[src/rtl/fetch_stage.sv]
// -----------------------------------------------------------------------------
// fetch_stage
//   Instruction-fetch stage of the five-stage MIPS pipeline. Owns the PC
//   register and the F/D pipeline register. It selects the next PC from the
//   D-stage controls, flags fetch address errors (AdEL) and tags instructions
//   that sit in a branch delay slot.
//
// Ports
//   Clk          in   1   rising-edge clock
//   Reset        in   1   synchronous, active-high reset
//   StallD       in   1   hold PC and F/D register
//   NPC_Sel      in   2   0 = PC+4, 1 = cond. branch, 2 = j/jal, 3 = jr/jalr
//   Branch       in   1   branch compare result (NPC_Sel == 1 only)
//   NPC          in  32   D-stage branch/jump target
//   MF_RS_D_OUT  in  32   forwarded rs value, jr/jalr target
//   iseretD      in   1   eret decoded in D
//   EPC          in  32   CP0 EPC
//   exp_in       in   1   CP0 exception/interrupt taken this cycle
//   PCF          out 32   fetch address (direct PC register output)
//   IRF          in  32   instruction memory data for PCF
//   IRD          out 32   F/D: instruction
//   PC4D         out 32   F/D: fetched PC + 4
//   ExcCodeF     out  5   F/D: fetch exception code
//   bdD          out  1   F/D: instruction is in a branch delay slot
// -----------------------------------------------------------------------------
module fetch_stage #(
  parameter logic [31:0] PC_RESET         = 32'h0000_3000,
  parameter logic [31:0] PC_LIMIT         = 32'h0000_4FFC,
  parameter logic [31:0] EXC_ENTRY        = 32'h0000_4180,
  // "No exception" code, matching ExcCode_default of the exception package.
  parameter logic [4:0]  EXC_CODE_DEFAULT = 5'd0
) (
  input  logic        Clk,
  input  logic        Reset,
  input  logic        StallD,
  input  logic [1:0]  NPC_Sel,
  input  logic        Branch,
  input  logic [31:0] NPC,
  input  logic [31:0] MF_RS_D_OUT,
  input  logic        iseretD,
  input  logic [31:0] EPC,
  input  logic        exp_in,
  output logic [31:0] PCF,
  input  logic [31:0] IRF,
  output logic [31:0] IRD,
  output logic [31:0] PC4D,
  output logic [6:2]  ExcCodeF,
  output logic        bdD
);

  localparam logic [4:0] EXC_ADEL = 5'd4;

  logic [31:0] pc_r;
  logic [31:0] ird_r;
  logic [31:0] pc4d_r;
  logic [4:0]  exc_r;
  logic        bd_r;

  logic [31:0] pc4_s;
  logic        adel_s;
  logic [31:0] inst_s;
  logic [4:0]  exc_s;
  logic        bd_s;
  logic [31:0] tgt_s;

  // Fetch-side values: PC+4, address-error detection, nop substitution.
  always_comb begin
    pc4_s  = pc_r + 32'd4;
    adel_s = (pc_r[1:0] != 2'b00) || (pc_r < PC_RESET) || (pc_r > PC_LIMIT);
    if (adel_s) begin
      inst_s = 32'h0000_0000;
      exc_s  = EXC_ADEL;
    end else begin
      inst_s = IRF;
      exc_s  = EXC_CODE_DEFAULT;
    end
    // Anything other than sequential flow in D means F holds its delay slot.
    bd_s = (NPC_Sel != 2'd0);
  end

  // Next-PC target selection from the D-stage controls.
  always_comb begin
    tgt_s = pc4_s;
    case (NPC_Sel)
      2'd0:    tgt_s = pc4_s;
      2'd1:    tgt_s = Branch ? NPC : pc4_s;
      2'd2:    tgt_s = NPC;
      2'd3:    tgt_s = MF_RS_D_OUT;
      default: tgt_s = pc4_s;
    endcase
  end

  // PC and F/D register update: reset > exception > stall > eret > normal.
  // Exceptions override a stall so the handler is entered immediately.
  always_ff @(posedge Clk) begin
    if (Reset) begin
      pc_r   <= PC_RESET;
      ird_r  <= 32'h0000_0000;
      pc4d_r <= 32'h0000_0000;
      exc_r  <= EXC_CODE_DEFAULT;
      bd_r   <= 1'b0;
    end else if (exp_in) begin
      pc_r   <= EXC_ENTRY;
      ird_r  <= 32'h0000_0000;
      pc4d_r <= 32'h0000_0000;
      exc_r  <= EXC_CODE_DEFAULT;
      bd_r   <= 1'b0;
    end else if (StallD) begin
      pc_r   <= pc_r;
      ird_r  <= ird_r;
      pc4d_r <= pc4d_r;
      exc_r  <= exc_r;
      bd_r   <= bd_r;
    end else if (iseretD) begin
      // eret has no delay slot: the instruction fetched behind it is killed.
      pc_r   <= EPC;
      ird_r  <= 32'h0000_0000;
      pc4d_r <= 32'h0000_0000;
      exc_r  <= EXC_CODE_DEFAULT;
      bd_r   <= 1'b0;
    end else begin
      // A bad jr target is loaded as-is; AdEL is raised on its fetch.
      pc_r   <= tgt_s;
      ird_r  <= inst_s;
      pc4d_r <= pc4_s;
      exc_r  <= exc_s;
      bd_r   <= bd_s;
    end
  end

  assign PCF      = pc_r;
  assign IRD      = ird_r;
  assign PC4D     = pc4d_r;
  assign ExcCodeF = exc_r;
  assign bdD      = bd_r;

endmodule

[config.mk]
export PLATFORM = sky130hd
export DESIGN_NAME = fetch_stage
export DESIGN_NICKNAME = d
export VERILOG_FILES = /design/src/rtl/fetch_stage.sv
export SDC_FILE = /design/constraint.sdc
export NUM_CORES = 1
export LEC_CHECK = 0
export CORE_MARGIN = 3
export CORE_UTILIZATION = 38
export CTS_CLUSTER_DIAMETER = 40
export CTS_CLUSTER_SIZE = 12
export DETAILED_ROUTE_END_ITERATION = 7
export PLACE_DENSITY_LB_ADDON = 0.15
export REMOVE_ABC_BUFFERS = 1
export SETUP_SLACK_MARGIN = 0.1
export SLEW_MARGIN = 20
export SYNTH_ARGS = -nofsm -noshare
export SYNTH_HDL_FRONTEND = slang
export SYNTH_SLANG_ARGS = --single-unit
export TNS_END_PERCENT = 10
[constraint.sdc]
create_clock -name Clk -period 1.9 [get_ports Clk]
set_input_delay 0.19 -clock Clk [delete_from_list [all_inputs] [get_ports Clk]]
set_output_delay 0.19 -clock Clk [all_outputs]
set_load 0.01 [all_outputs]
==> impl_metrics.env <==
export IMPL_critPathCaptureType="flop"
export IMPL_busiest_layer="met2"
export IMPL_clockBufferDepth=2
export IMPL_p_leak_nw=3.54
export IMPL_status="finished with violations"
export IMPL_grt_pass1_wl_mm=35.1
export IMPL_rsz0062_at_grt="yes"
export IMPL_drv_cap=0
export IMPL_cts_buffers=9
export IMPL_r2r_setup_slack_ns=-0.06
export IMPL_overflow=0
export IMPL_seq_area_um2=1980
export IMPL_clk_pin_slew_worst_paths_ns=0.07
export IMPL_power_density_nw_per_um2=586
export IMPL_ys_ff_latch=98
export IMPL_htreeDepth=3
export IMPL_num_rows=42
export IMPL_num_nets_final=1080
export IMPL_portBuffers=233
export IMPL_r2r_end="PCF[22]$_SDFFE_PP0N_"
export IMPL_synth_area_leaders="dfxtp_1 (38%), a22o_1 (6.2%), a22oi_1 (4.8%), o21ai_0 (4.7%), a21oi_1 (4.0%)"
export IMPL_areaGrowthSynthToFinish_pct=76.3
export IMPL_synth_avg_cell_area_um2=8.25
export IMPL_cts_sinks=98
export IMPL_drcViolationCount=0
export IMPL_fin_crit_sh_pct=103
export IMPL_min_path_type="primary input to flop"
export IMPL_crit_required_ns=2.14
export IMPL_drtIter0Drc=645
export IMPL_drv_slew=0
export IMPL_yosysUniqueCellTypes=60
export IMPL_setup_viol_count_final=4
export IMPL_fin_tns_setup_ns=-0.115
export IMPL_synth_edf_count=0
export IMPL_synth_common_cells="dfxtp_1 (98), nor2_1 (52), nand2_1 (50)"
export IMPL_cts_tree="done"
export IMPL_p_switching_w=0.00155
export IMPL_ios=238
export IMPL_cts_hold_buf=0
export IMPL_synth_top_cell_by_area="dfxtp_1"
export IMPL_ys_flop_type="dfxtp_1"
export IMPL_clk_latency_ns=0.36
export IMPL_worst_slew_pin_slew_ns=0.508
export IMPL_crit_fanout=3
export IMPL_multi_input_area_um2=3260
export IMPL_vias_per_cell=5.83
export IMPL_worstReg2RegStart="PCF[3]$_SDFFE_PP0N_"
export IMPL_criticalPathCategory="flop to flop"
export IMPL_drive_gt1_share_pct=21.3
export IMPL_synth_top_area_share_pct=37.8
export IMPL_first_global_vias=6326
export IMPL_hp_start="StallD"
export IMPL_globalplace_congestion=0.966
export IMPL_reg2reg_depth=8
export IMPL_switching_share_pct=28.9
export IMPL_ant_nets=0
export IMPL_syn_cell_area_um2=5200
export IMPL_fin_crit_ns=1.96
export IMPL_dieArea_um2=15100
export IMPL_cts_root_buf="clkbuf_16"
export IMPL_yosysWarnings=0
export IMPL_synth_most_common_cell="dfxtp_1"
export IMPL_die_h_um=123
export IMPL_netlist_instances=630
export IMPL_ys_seq_area_share_pct=37.8
export IMPL_p_clk_share_pct=37.2
export IMPL_hold_ws_ns=0.416
export IMPL_finClkSkew_ns=0.00877
export IMPL_seqPwrFrac_pct=39.9
export IMPL_met3_usage_pct=5.99
export IMPL_routed_wirelength_mm=23.8
export IMPL_antenna_found_initial=1
export IMPL_violations="negative setup slack"
export IMPL_start_kind="flop"
export IMPL_use_met2_pct=49.0
export IMPL_async_flop_share_pct=0
export IMPL_grt_util_all_layers_pct=30.4
export IMPL_core_area_um2=13300
export IMPL_worst_slack_ns=-0.0554
export IMPL_start_util_pct=39.1
export IMPL_whs_path_depth=4
export IMPL_drt_pre_antenna_iters=5
export IMPL_dp_slack_ns=-0.286
export IMPL_power_ir_vdd_worst_uv=493
export IMPL_post_drt_wl_per_cell_um=21.2
export IMPL_arrival_ns=2.19
export IMPL_dr_total_vias=6560
export IMPL_relSlewSlack_pct=66.0
export IMPL_grt_max_degree=52
export IMPL_hold_viol_final=0
export IMPL_p_int_w=0.00382
export IMPL_fmax_mhz=511
export IMPL_dp_hpwl_mm=17.9
export IMPL_power_frac_comb_pct=23.0
export IMPL_gr_usage_met1_pct=40.0
export IMPL_nFillCells=1077
export IMPL_utilization_pct=68.9
export IMPL_min_to="PCF[3]$_SDFFE_PP0N_"
export IMPL_fp_dieW_um=123
-- power by group through the flow --
stage	Clock [W]	Combinational (W)	Sequential [W]
5_1_grt	0.00208	0.00131	0.00215
3_3_place_gp	0	0.00116	0.00218
3_5_place_dp	0	0.00117	0.00218
4_1_cts	0.00202	0.00118	0.00214
6_report	0.00200	0.00123	0.00214
2_1_floorplan	0	0.000333	0.00222
-- cells by family after synthesis --
group | synth area share, %
AOI/OAI and AO/OA | 32.3
xor gates and xnor gates | 4.38
adders and majority gates | 0.241
buffers and inverters | 5.18
DFF | 37.8
muxes | 2.34
other | 0.0722
and+or+nand+nor | 17.7
-- per-stage QoR --
stage	area, µm²	total power, W	cells
finish	9160	0.00537	1125
global route	9160	0.00553	1125
CTS	8920	0.00534	1118
detailed placement	8450	0.00335	1099
global placement	8450	0.00334	1099
floorplan	4980	0.00255	580
-- layout make-up --
class,instances,area share (%)
Timing Repair Buffer,352,36.4
Tap cell,176,2.40
Sequential cell,98,21.6
Clock buffer,9,2.46
Antenna cell,1,0.0273
Inverter,11,0.451
Clock inverter,7,1.05
Multi-Input combinational cell,471,35.6
-- layout by cell type (no fill, tap or decap), drive strengths merged, types with 11 or more instances in the layout --
master | synthesis | routed
o21ai | 49 | 49
mux2i | 11 | 11
and3 | 11 | 11
a22oi | 33 | 33
xnor2 | 19 | 19
nor3 | 18 | 18
a21oi | 42 | 42
nor2 | 52 | 52
dfxtp | 98 | 98
clkdlybuf4s50 | 0 | 230
a22o | 37 | 37
inv | 9 | 12
nand2 | 50 | 50
nand3 | 15 | 15
buf | 13 | 121
a221oi | 13 | 13
-- worst max path at each step --
| stage | startpoint | end | slack [ns] | cells after the start |
|---|---|---|---|---|
| floorplan | PCF[2]$_SDFFE_PP0N_ | IRD[0]$_SDFFE_PP0N_ | -0.79 | 7 |
| global placement | NPC_Sel[0] | PCF[7]$_SDFFE_PP0P_ | -0.29 | 7 |
| finish | PCF[3]$_SDFFE_PP0N_ | PCF[22]$_SDFFE_PP0N_ | -0.06 | 8 |
| detailed placement | NPC_Sel[0] | PCF[28]$_SDFFE_PP0N_ | -0.29 | 8 |
| global route | PCF[2]$_SDFFE_PP0N_ | PCF[22]$_SDFFE_PP0N_ | -0.18 | 8 |
| CTS | PCF[3]$_SDFFE_PP0N_ | PCF[18]$_SDFFE_PP0N_ | -0.04 | 7 |
-- sequential cells by signal (all words and copies together), names as in the netlist, named ones only --
| name | count |
|---|---|
| bdD | 1 |
| ExcCodeF | 1 |
| PCF | 30 |
| PC4D | 32 |
| IRD | 32 |
-- critical path, cell delays in order, from the launching register on --
cell and delay (ns):
dfxtp_2 0.36, ha_4 0.13, and4_4 0.25, buf_6 0.11, and4_4 0.25, nand3_4 0.09
xnor2_2 0.16, a222oi_1 0.35, o21bai_1 0.12
-- layer usage --
layer	vias up	share of wire, %
li1	3009	-
met1	3147	41
met2	365	47
met3	39	8.8
met4	0	2.2
met5	-	0
-- repair_timing --
action,in CTS,in global routing
buffers inserted,3,6
resized for setup,32,47
hold endpoints to repair,0,0
endpoints found under the setup margin,64,70
pin swaps,58,49
Power figures use the tool's default switching activity.
